===== config.mk =====
export PLATFORM = sky130hd
export DESIGN_NAME = captura_operandos_flat
export DESIGN_NICKNAME = d
export VERILOG_FILES = /design/src/rtl/div_pkg.sv /design/src/rtl/captura_operandos_if.sv /design/src/rtl/inact_timer.sv /design/src/rtl/captura_operandos.sv /design/src/flat_wrapper.sv
export SDC_FILE = /design/constraint.sdc
export NUM_CORES = 1
export LEC_CHECK = 0
export BUFFER_PORTS_ARGS = -buffer_cell sky130_fd_sc_hd__buf_4
export CAP_MARGIN = 20
export CORE_UTILIZATION = 45
export CTS_CLUSTER_SIZE = 14
export DETAILED_ROUTE_END_ITERATION = 8
export GPL_ROUTABILITY_DRIVEN = 0
export GPL_TIMING_DRIVEN = 0
export PLACE_DENSITY = 0.67
export SETUP_SLACK_MARGIN = 0.15
export SLEW_MARGIN = 25
export SYNTH_ARGS = -nofsm -noshare
export SYNTH_HDL_FRONTEND = slang
export SYNTH_SLANG_ARGS = --single-unit

===== constraint.sdc =====
create_clock -name clk -period 2 [get_ports clk]
set_input_delay 0.4 -clock clk [delete_from_list [all_inputs] [get_ports clk]]
set_output_delay 0.4 -clock clk [all_outputs]
set_load 0.1 [all_outputs]

===== src/rtl/div_pkg.sv =====
// Shared types and defaults for the divider front-end (operand entry side).
package div_pkg;

    // Operand-entry controller states.
    typedef enum logic [2:0] {
        ENT_A = 3'd0,
        ENT_B = 3'd1,
        START = 3'd2,
        WAIT  = 3'd3,
        SHOW  = 3'd4
    } entry_state_t;

    localparam int N_DIG_DEF   = 2;
    localparam int TIMEOUT_DEF = 50_000_000;

    // Operand width in bits for a given number of hex digits.
    function automatic int op_width(input int n_dig);
        return 4 * n_dig;
    endfunction

endpackage


===== src/rtl/captura_operandos_if.sv =====
// Keypad / divider / display signal bundle for the operand-entry controller.
interface captura_operandos_if #(
    parameter int N_DIG = div_pkg::N_DIG_DEF
);
    localparam int W  = div_pkg::op_width(N_DIG);
    localparam int CW = $clog2(N_DIG) + 1;

    logic [3:0]      tecla_hex;
    logic            tecla_valid;
    logic            div_done;
    logic [W-1:0]    A_bin;
    logic [W-1:0]    B_bin;
    logic            div_start;
    logic            busy;
    logic            err_div0;
    logic [CW-1:0]   digit_cnt;
    logic [2*W-1:0]  disp_val;

    // Keypad decoder, divider and display side.
    modport master (
        output tecla_hex, tecla_valid, div_done,
        input  A_bin, B_bin, div_start, busy, err_div0, digit_cnt, disp_val
    );

    // Operand-entry controller side.
    modport slave (
        input  tecla_hex, tecla_valid, div_done,
        output A_bin, B_bin, div_start, busy, err_div0, digit_cnt, disp_val
    );
endinterface


===== src/rtl/inact_timer.sv =====
// Idle down-counter: reloads on clear, counts while enabled, flags expiry at zero.
module inact_timer #(
    parameter int TIMEOUT = div_pkg::TIMEOUT_DEF
) (
    input  logic clk,
    input  logic rst,
    input  logic clear_i,
    input  logic enable_i,
    output logic expire_o
);
    localparam int TW = (TIMEOUT > 2) ? $clog2(TIMEOUT) : 1;
    // Reload value gives exactly TIMEOUT enabled cycles from a clear to expiry.
    localparam logic [TW-1:0] LOAD_VAL = TW'((TIMEOUT > 0) ? (TIMEOUT - 1) : 0);

    logic [TW-1:0] cnt_q;
    logic [TW-1:0] cnt_d;

    // Next count: reload on clear, decrement while enabled, otherwise hold.
    always_comb begin
        cnt_d = cnt_q;
        if (clear_i) begin
            cnt_d = LOAD_VAL;
        end else if (enable_i) begin
            cnt_d = cnt_q - TW'(1);
        end else begin
            cnt_d = cnt_q;
        end
    end

    // Counter register.
    always_ff @(posedge clk or negedge rst) begin
        if (!rst) begin
            cnt_q <= {TW{1'b0}};
        end else begin
            cnt_q <= cnt_d;
        end
    end

    // A zero TIMEOUT disables expiry altogether.
    assign expire_o = (TIMEOUT != 0) && enable_i && (cnt_q == {TW{1'b0}});

endmodule


===== src/rtl/captura_operandos.sv =====
// Operand-entry controller: assembles A and B from hex keys, launches the divider,
// holds operands until completion and feeds the display.
module captura_operandos
    import div_pkg::*;
#(
    parameter int N_DIG   = N_DIG_DEF,
    parameter int TIMEOUT = TIMEOUT_DEF
) (
    input  logic               clk,
    input  logic               rst,
    captura_operandos_if.slave bus
);
    localparam int W  = op_width(N_DIG);
    localparam int CW = $clog2(N_DIG) + 1;
    localparam logic [CW-1:0] ONE_DIG  = CW'(1);
    localparam logic [CW-1:0] LAST_DIG = CW'(N_DIG - 1);

    entry_state_t   state_q, state_d;
    logic [W-1:0]   op_q, op_d;
    logic [W-1:0]   a_q, a_d;
    logic [W-1:0]   b_q, b_d;
    logic           err_q, err_d;
    logic [CW-1:0]  cnt_q, cnt_d;
    logic           start_q, start_d;
    logic           busy_q, busy_d;
    logic [2*W-1:0] disp_q, disp_d;

    logic           key_acc_s;
    logic           last_digit_s;
    logic           cnt_en_s;
    logic           timer_clr_s;
    logic           expire_s;
    logic [W-1:0]   op_shift_s;

    // Key acceptance, shifted operand and idle-timer control.
    always_comb begin
        key_acc_s    = bus.tecla_valid &&
                       ((state_q == ENT_A) || (state_q == ENT_B) || (state_q == SHOW));
        last_digit_s = (cnt_q == LAST_DIG);
        op_shift_s   = W'({op_q, bus.tecla_hex});
        cnt_en_s     = ((state_q == ENT_A) && (cnt_q != {CW{1'b0}})) || (state_q == ENT_B);
        // Held in reload whenever not counting so each entry starts a full window.
        timer_clr_s  = key_acc_s || !cnt_en_s;
    end

    inact_timer #(
        .TIMEOUT (TIMEOUT)
    ) u_inact_timer (
        .clk      (clk),
        .rst      (rst),
        .clear_i  (timer_clr_s),
        .enable_i (cnt_en_s),
        .expire_o (expire_s)
    );

    // Next-state, operand and output computation.
    always_comb begin
        state_d = state_q;
        op_d    = op_q;
        a_d     = a_q;
        b_d     = b_q;
        err_d   = err_q;
        cnt_d   = cnt_q;

        case (state_q)
            ENT_A: begin
                if (key_acc_s) begin
                    err_d = 1'b0;
                    if (last_digit_s) begin
                        a_d     = op_shift_s;
                        op_d    = {W{1'b0}};
                        cnt_d   = {CW{1'b0}};
                        state_d = ENT_B;
                    end else begin
                        op_d  = op_shift_s;
                        cnt_d = cnt_q + ONE_DIG;
                    end
                end else if (expire_s) begin
                    op_d    = {W{1'b0}};
                    a_d     = {W{1'b0}};
                    b_d     = {W{1'b0}};
                    cnt_d   = {CW{1'b0}};
                    state_d = ENT_A;
                end else begin
                    state_d = ENT_A;
                end
            end
            ENT_B: begin
                if (key_acc_s) begin
                    err_d = 1'b0;
                    if (last_digit_s) begin
                        op_d  = {W{1'b0}};
                        cnt_d = {CW{1'b0}};
                        if (op_shift_s != {W{1'b0}}) begin
                            b_d     = op_shift_s;
                            state_d = START;
                        end else begin
                            // Divide by zero: drop both operands, never start.
                            err_d   = 1'b1;
                            a_d     = {W{1'b0}};
                            b_d     = {W{1'b0}};
                            state_d = ENT_A;
                        end
                    end else begin
                        op_d  = op_shift_s;
                        cnt_d = cnt_q + ONE_DIG;
                    end
                end else if (expire_s) begin
                    op_d    = {W{1'b0}};
                    a_d     = {W{1'b0}};
                    b_d     = {W{1'b0}};
                    cnt_d   = {CW{1'b0}};
                    state_d = ENT_A;
                end else begin
                    state_d = ENT_B;
                end
            end
            START: begin
                state_d = WAIT;
            end
            WAIT: begin
                if (bus.div_done) begin
                    state_d = SHOW;
                end else begin
                    state_d = WAIT;
                end
            end
            SHOW: begin
                if (key_acc_s) begin
                    // The waking key is the first digit of the next dividend.
                    a_d     = {W{1'b0}};
                    b_d     = {W{1'b0}};
                    err_d   = 1'b0;
                    op_d    = W'(bus.tecla_hex);
                    cnt_d   = ONE_DIG;
                    state_d = ENT_A;
                end else begin
                    state_d = SHOW;
                end
            end
            default: begin
                state_d = ENT_A;
                op_d    = {W{1'b0}};
                a_d     = {W{1'b0}};
                b_d     = {W{1'b0}};
                err_d   = 1'b0;
                cnt_d   = {CW{1'b0}};
            end
        endcase

        // Outputs are derived from next-state values so they register in step with state.
        start_d = (state_d == START);
        busy_d  = (state_d == START) || (state_d == WAIT);
        case (state_d)
            ENT_A:   disp_d = {{W{1'b0}}, op_d};
            ENT_B:   disp_d = {a_d, op_d};
            default: disp_d = {a_d, b_d};
        endcase
    end

    // State, operand and output registers.
    always_ff @(posedge clk or negedge rst) begin
        if (!rst) begin
            state_q <= ENT_A;
            op_q    <= {W{1'b0}};
            a_q     <= {W{1'b0}};
            b_q     <= {W{1'b0}};
            err_q   <= 1'b0;
            cnt_q   <= {CW{1'b0}};
            start_q <= 1'b0;
            busy_q  <= 1'b0;
            disp_q  <= {(2*W){1'b0}};
        end else begin
            state_q <= state_d;
            op_q    <= op_d;
            a_q     <= a_d;
            b_q     <= b_d;
            err_q   <= err_d;
            cnt_q   <= cnt_d;
            start_q <= start_d;
            busy_q  <= busy_d;
            disp_q  <= disp_d;
        end
    end

    assign bus.A_bin     = a_q;
    assign bus.B_bin     = b_q;
    assign bus.div_start = start_q;
    assign bus.busy      = busy_q;
    assign bus.err_div0  = err_q;
    assign bus.digit_cnt = cnt_q;
    assign bus.disp_val  = disp_q;

endmodule


===== src/flat_wrapper.sv =====
// flat-port wrapper written by rule: the top's interface ports become plain ports
module captura_operandos_flat import div_pkg::*;
#(
    parameter int N_DIG   = N_DIG_DEF,
    parameter int TIMEOUT = TIMEOUT_DEF
)
  (clk, rst, bus_tecla_hex, bus_tecla_valid, bus_div_done, bus_A_bin, bus_B_bin, bus_div_start, bus_busy, bus_err_div0, bus_digit_cnt, bus_disp_val);
  captura_operandos_if #(.N_DIG(N_DIG)) bus_i ();
  input  logic clk;
  input  logic rst;
  input wire logic [$bits(bus_i.tecla_hex)-1:0] bus_tecla_hex;
  input wire logic [$bits(bus_i.tecla_valid)-1:0] bus_tecla_valid;
  input wire logic [$bits(bus_i.div_done)-1:0] bus_div_done;
  output wire logic [$bits(bus_i.A_bin)-1:0] bus_A_bin;
  output wire logic [$bits(bus_i.B_bin)-1:0] bus_B_bin;
  output wire logic [$bits(bus_i.div_start)-1:0] bus_div_start;
  output wire logic [$bits(bus_i.busy)-1:0] bus_busy;
  output wire logic [$bits(bus_i.err_div0)-1:0] bus_err_div0;
  output wire logic [$bits(bus_i.digit_cnt)-1:0] bus_digit_cnt;
  output wire logic [$bits(bus_i.disp_val)-1:0] bus_disp_val;
  assign bus_i.tecla_hex = bus_tecla_hex;
  assign bus_i.tecla_valid = bus_tecla_valid;
  assign bus_i.div_done = bus_div_done;
  assign bus_A_bin = bus_i.A_bin;
  assign bus_B_bin = bus_i.B_bin;
  assign bus_div_start = bus_i.div_start;
  assign bus_busy = bus_i.busy;
  assign bus_err_div0 = bus_i.err_div0;
  assign bus_digit_cnt = bus_i.digit_cnt;
  assign bus_disp_val = bus_i.disp_val;
  captura_operandos #(.N_DIG(N_DIG), .TIMEOUT(TIMEOUT)) u_core (.clk(clk), .rst(rst), .bus(bus_i));
endmodule

=== Word level (Yosys, flattened, before mapping) ===
Cells that the tools add are included.

* Add/subtract/negate cells: 2
* Multipliers: 0
* Div/mod/pow operators: 0
* Magnitude comparators: 0
* Equality and inequality tests: 12
* Shift operators: 0
* Mux-type cells: 42
* Bitwise operators: 1
* Reductions and logical operators: 20

{| class="wikitable"
|+ Operator list
! kind !! count
|-
| two-way mux 8 bit || 17
|-
| one-hot mux 8 bit (4 select lines) || 2
|-
| two-way mux 26 bit || 2
|-
| one-hot mux 16 bit (2 select lines) || 1
|-
| logical NOT 26 bit || 1
|-
| subtractor 26 x 1 -> 26 bit, second input constant || 1
|-
| one-hot mux 8 bit (3 select lines) || 1
|-
| two-way mux 3 bit || 6
|-
| one-hot mux 3 bit (5 select lines) || 1
|-
| equality test 3 x 2 -> 1 bit, second input constant || 4
|-
| two-way mux 2 bit || 5
|-
| nonzero test 8 bit || 1
|-
| equality test 3 x 1 -> 1 bit, second input constant || 2
|-
| logical NOT 3 bit || 2
|-
| inequality test 2 x 1 -> 1 bit, second input constant || 3
|-
| one-hot mux 2 bit (3 select lines) || 1
|-
| AND reduction 3 bit || 2
|-
| OR reduction 2 bit || 3
|-
| logical OR 1 bit || 5
|-
| two-way mux 1 bit || 5
|-
| nonzero test 2 bit || 2
|-
| equality test 3 bit, second input constant || 1
|-
| logical AND 1 bit || 3
|-
| inequality test 3 x 1 -> 1 bit, second input constant || 1
|-
| 5 further kinds || 5
|}

* Bits in registers: 74
* Latch bits: 0
* RAM bits: 0
* ROM bits: 0
* Bits of input ports: 8
* Output and inout port bits: 37
* Word-level logic and storage cells: 87
* Memories: 0

=== Logic depth before layout (Yosys ltp) ===
* Word-level depth: 9
* Mapped depth: 9
* Gate-level depth less buffers: 7

=== Hierarchy ===
From an unflattened synthesis, not the netlist that was laid out.

* Cells, all modules: 345
* Area, all modules: 3,632.2 um2

{| class="wikitable"
|+ Modules (own cells, without submodules)
! module !! instances !! cells each !! area an instance (um2) !! seq. area each (um2)
|-
| captura_operandos || 1 || 204 || 2,263.4 || 1,201.2
|-
| inact_timer || 1 || 141 || 1,368.8 || 650.6
|}

=== Worst setup path after synthesis ===
OpenSTA, ideal clock, no wires.

* Kind: reg-to-reg
* Start point: register u_core.cnt_q[1], in the netlist u_core.bus.digit_cnt[1]
* End point: register u_core.disp_q[12], in the netlist u_core.bus.disp_val[12]
* Setup time: 0.137 ns
* Data arrival time: 2.274 ns
* Data required time: 1.863 ns
* Setup slack: -0.411 ns
* Cell stages (with the launch flop): 7
* Clock period less this slack: 2.411 ns
* Cells stage by stage: dfrtp_1 or3_2 nand4_1 or3_1 buf_6 a211oi_4 a21oi_1

* Cells in the longest elaborated chain, start to end: 9

{| class="wikitable"
|+ Ends and longest elaborated chain
! what !! RTL line !! RTL
|-
| from (decl) || captura_operandos.sv:23 || <nowiki>logic [CW-1:0] cnt_q, cnt_d;</nowiki>
|-
| from (signal assigned) || captura_operandos.sv:169 || <nowiki>cnt_q <= {CW{1'b0}};</nowiki>
|-
| from (signal assigned) || captura_operandos.sv:179 || <nowiki>cnt_q <= cnt_d;</nowiki>
|-
| nonzero test 2 bit || captura_operandos.sv:41 || <nowiki>cnt_en_s = ((state_q == ENT_A) && (cnt_q != {CW{1'b0}})) || (state_q == ENT_B);</nowiki>
|-
| logical AND 1 bit || captura_operandos.sv:41 ||
|-
| logical OR 1 bit || captura_operandos.sv:41 ||
|-
| logical AND 1 bit || inact_timer.sv:40 || <nowiki>assign expire_o = (TIMEOUT != 0) && enable_i && (cnt_q == {TW{1'b0}});</nowiki>
|-
| two-way mux 1 bit || captura_operandos.sv:108 || <nowiki>end else if (expire_s) begin</nowiki>
|-
| two-way mux 3 bit || captura_operandos.sv:89 || <nowiki>if (key_acc_s) begin</nowiki>
|-
| one-hot mux 3 bit (5 select lines) || captura_operandos.sv:65 || <nowiki>case (state_q)</nowiki>
|-
| equality test 3 x 1 -> 1 bit / logical NOT 3 bit (equally long branches) || captura_operandos.sv:154 || <nowiki>case (state_d)</nowiki>
|-
| one-hot mux 16 bit (2 select lines) (*) || captura_operandos.sv:154 ||
|-
| via u_core.disp_d[12] || captura_operandos.sv:26 || <nowiki>logic [2*W-1:0] disp_q, disp_d;</nowiki>
|-
| to (signal assigned) || captura_operandos.sv:172 || <nowiki>disp_q <= {(2*W){1'b0}};</nowiki>
|-
| to (signal assigned) || captura_operandos.sv:182 || <nowiki>disp_q <= disp_d;</nowiki>
|-
| to (decl) || captura_operandos.sv:26 ||
|}

Mark *: on every way through the listed nets, which the timed path passes. The rest lies on a longest branch.
A chain may end at the register's enable or synchronous reset.

=== Worst setup path in the final report ===
* Start point: register u_core.u_inact_timer.cnt_q[8]
* End point: register u_core.disp_q[11], in the netlist u_core.bus.disp_val[11]

* Cells in the longest elaborated chain, start to end: 7

{| class="wikitable"
|+ Ends and longest elaborated chain
! what !! RTL line !! RTL
|-
| from (decl) || inact_timer.sv:15 || <nowiki>logic [TW-1:0] cnt_q;</nowiki>
|-
| from (signal assigned) || inact_timer.sv:33 || <nowiki>cnt_q <= {TW{1'b0}};</nowiki>
|-
| from (signal assigned) || inact_timer.sv:35 || <nowiki>cnt_q <= cnt_d;</nowiki>
|-
| logical NOT 26 bit (*) || inact_timer.sv:40 ||
|-
| logical AND 1 bit (*) || inact_timer.sv:40 ||
|-
| two-way mux 1 bit || captura_operandos.sv:108 ||
|-
| two-way mux 3 bit || captura_operandos.sv:89 ||
|-
| one-hot mux 3 bit (5 select lines) || captura_operandos.sv:65 ||
|-
| equality test 3 x 1 -> 1 bit / logical NOT 3 bit (equally long branches) || captura_operandos.sv:154 ||
|-
| one-hot mux 16 bit (2 select lines) (*) || captura_operandos.sv:154 ||
|-
| via u_core.disp_d[11] || captura_operandos.sv:26 ||
|}

Marked as above.

==> results_dict.tcl <==
set metrics [dict create \
    drv_slew 0 \
    syn2layout_area_growth_pct 37.2 \
    cts_buffer_depth 2 \
    finalWorstSetupSlack_ns -0.113 \
    startpoint "u_core.u_inact_timer.cnt_q[8]" \
    crit_path_end_kind "flip-flop" \
    drtIter0Drc 204 \
    cts_buffers 9 \
    fill_cells 662 \
    ctsRootBufferMaster "clkbuf_8" \
    ys.flop_type "dfrtp_1" \
    r2r_end "u_core.bus.disp_val[11]" \
    grt_overflow 0 \
    p_leak_nw 2.34 \
    vias 3561 \
    finalHoldViolCount 0 \
    arrival_ns 2.35 \
    relSlewSlack 0.413 \
    cp_slowest_cell "dfrtp_1" \
    syn_area_per_cell_um2 10.1 \
    post_drt_wl_per_cell_um 18.7 \
    coreArea_um2 8340 \
    diodes 0 \
    rsz0062_at_grt "yes" \
    cts_sinks 74 \
    cp.depth 7 \
    crit_fanout 6 \
    drc 0 \
    critPathKind "flip-flop to flip-flop" \
    cp_num_buf_inv 2 \
    setup_viol 12 \
    num_rows 33 \
    peakVddDrop_mv 0.597 \
    violations "setup timing" \
    drv_cap 0 \
    die_y_um 95.5 \
    hold_class "input port to asynchronous set/reset pin" \
    start_util 0.471 \
    synth_area_um2 3930 \
    r2r_start "u_core.u_inact_timer.cnt_q[8]" \
    yosysUniqueCellTypes 68 \
    io_pins 45 \
    skew_ns 0.00607 \
    grt_util_all_layers 0.251 \
    die_x_um 95.5 \
    hold_ws_ns 0.0414 \
    clk_latency_ns 0.35 \
    cpMostUsedCell "buf_6" \
    netlist_instances 388 \
    path_clk_slew_ns 0.08 \
    io_buffers 44 \
    synth_warnings 0 \
    first_pass_iters 4 \
    ant_nets 0 \
    first_global_vias 3386 \
    finalCritPeriodShare 1.06 \
    cts_tree "built" \
    fp.dieArea_um2 9120 \
    critPathRequiredTime_ns 2.24 \
    max_freq_ghz 0.473 \
    vias_per_cell 6.05 \
    power_density_nw_per_um2 1680 \
    postCtsHoldBufs 0 \
    final_util 0.647 \
    startpoint_type "flip-flop" \
    ys_async_sr_fraction 1.00 \
    tightest_slew_ns 0.871 \
    synth_edf_count 0 \
    path_cells "nor4_4, nand4_2, or3_1, buf_6, a211oi_4, buf_6, nor2_1" \
    routed_wl_mm 11.0 \
    post-route-min-period_ns 2.11 \
    setup_tns_ns -0.889 \
    ys_ff_latch 74 \
    grt_antenna_before_repair 0 \
    status "finished with violations" \
    ff2ff_path_depth 7 \
    layout-drive-gt1-share 0.455 \
    crit_end "u_core.bus.disp_val[11]" \
    fin_nets 489 \
    synth_fp_nets 398 \
    yosysSeqAreaShare 0.471 \
    crit_family "simple AND/OR/NAND/NOR gates" \
    max_stage_delay_ns 0.47 \
    grt_first_pass_wirelength_mm 17.4 \
    grt_max_degree 75 \
    r2r_setup_slack_ns -0.11 \
    dp_hpwl_mm 6.79 \
    htreeDepth 3 \
]
-- worst min path at each step --
stage	startpoint	end	slack (ns)	cells past startpoint
6_report	rst	u_core.bus.disp_val[12]	0.04	1
5_1_grt	rst	u_core.bus.disp_val[12]	0.12	1
4_1_cts	rst	u_core.bus.disp_val[12]	0.22	1
3_3_place_gp	u_core.op_q[4]	u_core.op_q[4]	0.45	1
3_5_place_dp	u_core.op_q[4]	u_core.op_q[4]	0.46	1
2_1_floorplan	rst	u_core.bus.A_bin[0]	0.10	0
-- layout make-up --
type,count,area [um^2],area share
Sequential cell,74,1870,0.347
Timing Repair Buffer,81,647,0.120
Clock inverter,6,66.3,0.0123
Tap cell,105,131,0.0243
Inverter,3,15.0,0.00278
Multi-Input combinational cell,289,2370,0.439
Buffer,21,169,0.0313
Clock buffer,10,128,0.0236
-- timing repair --
action | 4_1_cts | 5_1_grt
pin swaps | 19 | 27
cloned | 0 | 0
endpoints found under the hold margin | 0 | 0
setup buffers | 27 | 10
resized for setup | 56 | 51
endpoints found under the setup margin | 59 | 58
-- per-stage QoR --
| step | instances | setup WS, ns | instance area [um^2] | total power [mW] |
|---|---|---|---|---|
| 2_1_floorplan | 388 | 0.0304 | 3980 | 5.93 |
| 3_3_place_gp | 537 | -0.360 | 4450 | 6.96 |
| 3_5_place_dp | 537 | -0.401 | 4450 | 7.01 |
| 4_1_cts | 580 | -0.0844 | 5100 | 8.75 |
| 5_1_grt | 589 | -0.166 | 5400 | 9.54 |
| 6_report | 589 | -0.113 | 5400 | 9.08 |
-- sequential cells by signal (all words and copies together), names as in the netlist --
register / flops
u_core.bus.busy: 1
u_core.op_q: 8
u_core.u_inact_timer.cnt_q: 26
u_core.bus.B_bin: 8
u_core.bus.err_div0: 1
u_core.bus.div_start: 1
u_core.state_q: 3
u_core.bus.A_bin: 8
u_core.bus.digit_cnt: 2
u_core.bus.disp_val: 16
-- cell usage in the layout, fill, tap and decap left out, types with 6 or more instances in the layout --
cell type,synthesis,layout
dfrtp_1,74,61
nand4_1,11,11
a21o_1,7,7
dfrtp_2,0,11
buf_6,3,11
nand2_1,41,36
nor2_1,27,24
nor3_1,9,6
xor2_1,6,6
buf_4,4,77
or3_1,8,8
nor4_4,2,10
clkbuf_8,2,12
a21oi_1,15,9
a22oi_1,20,15
xnor2_1,10,10
o21ai_0,20,12
-- synth_stat cells (4+ instances only) --
cell | count | share of area
dfrtp_1 | 74 | 0.47
nand2_1 | 41 | 0.039
nor2_1 | 27 | 0.026
a22oi_1 | 20 | 0.038
o21ai_0 | 20 | 0.025
a21oi_1 | 15 | 0.019
nand4_1 | 11 | 0.018
xnor2_1 | 10 | 0.022
clkbuf_1 | 9 | 0.0086
nor3_1 | 9 | 0.011
nor4_1 | 9 | 0.014
nand3_1 | 8 | 0.010
or3_1 | 8 | 0.013
a21o_1 | 7 | 0.013
nor3b_1 | 6 | 0.011
xor2_1 | 6 | 0.013
mux2_2 | 5 | 0.014
a21bo_2 | 4 | 0.010
and3_1 | 4 | 0.0064
and3b_1 | 4 | 0.0089
buf_4 | 4 | 0.0076
o31ai_1 | 4 | 0.0076
or4_1 | 4 | 0.0076
-- where the power goes --
group          total, mW  internal (mW)  switching, mW
clock               1.17          0.578          0.591
sequential          2.21           1.90          0.303
combinational       5.70           1.77           3.93
-- metal layers --
metal  share of wire  track usage  wire length (um)  vias up
li1                -            -                 -     1633
met1            0.42        0.328              4660     1791
met2            0.51        0.416              5640      105
met3           0.039       0.0375               428       32
met4           0.027        0.103               303        0
met5               0            0                 0        -
-- logic make-up (layout without fill, tap and decap cells) --
logic type      after synthesis  count (layout)  synth area share
fa+ha+maj                     2               2           0.00636
simple gates                164             164             0.247
compound gates              102             102             0.185
xor+xnor                     16              16            0.0356
buf+inv                      25             121            0.0404
mux                           5               5            0.0143
flops                        74              74             0.471
No activity file was read; power rests on OpenSTA's default activity.
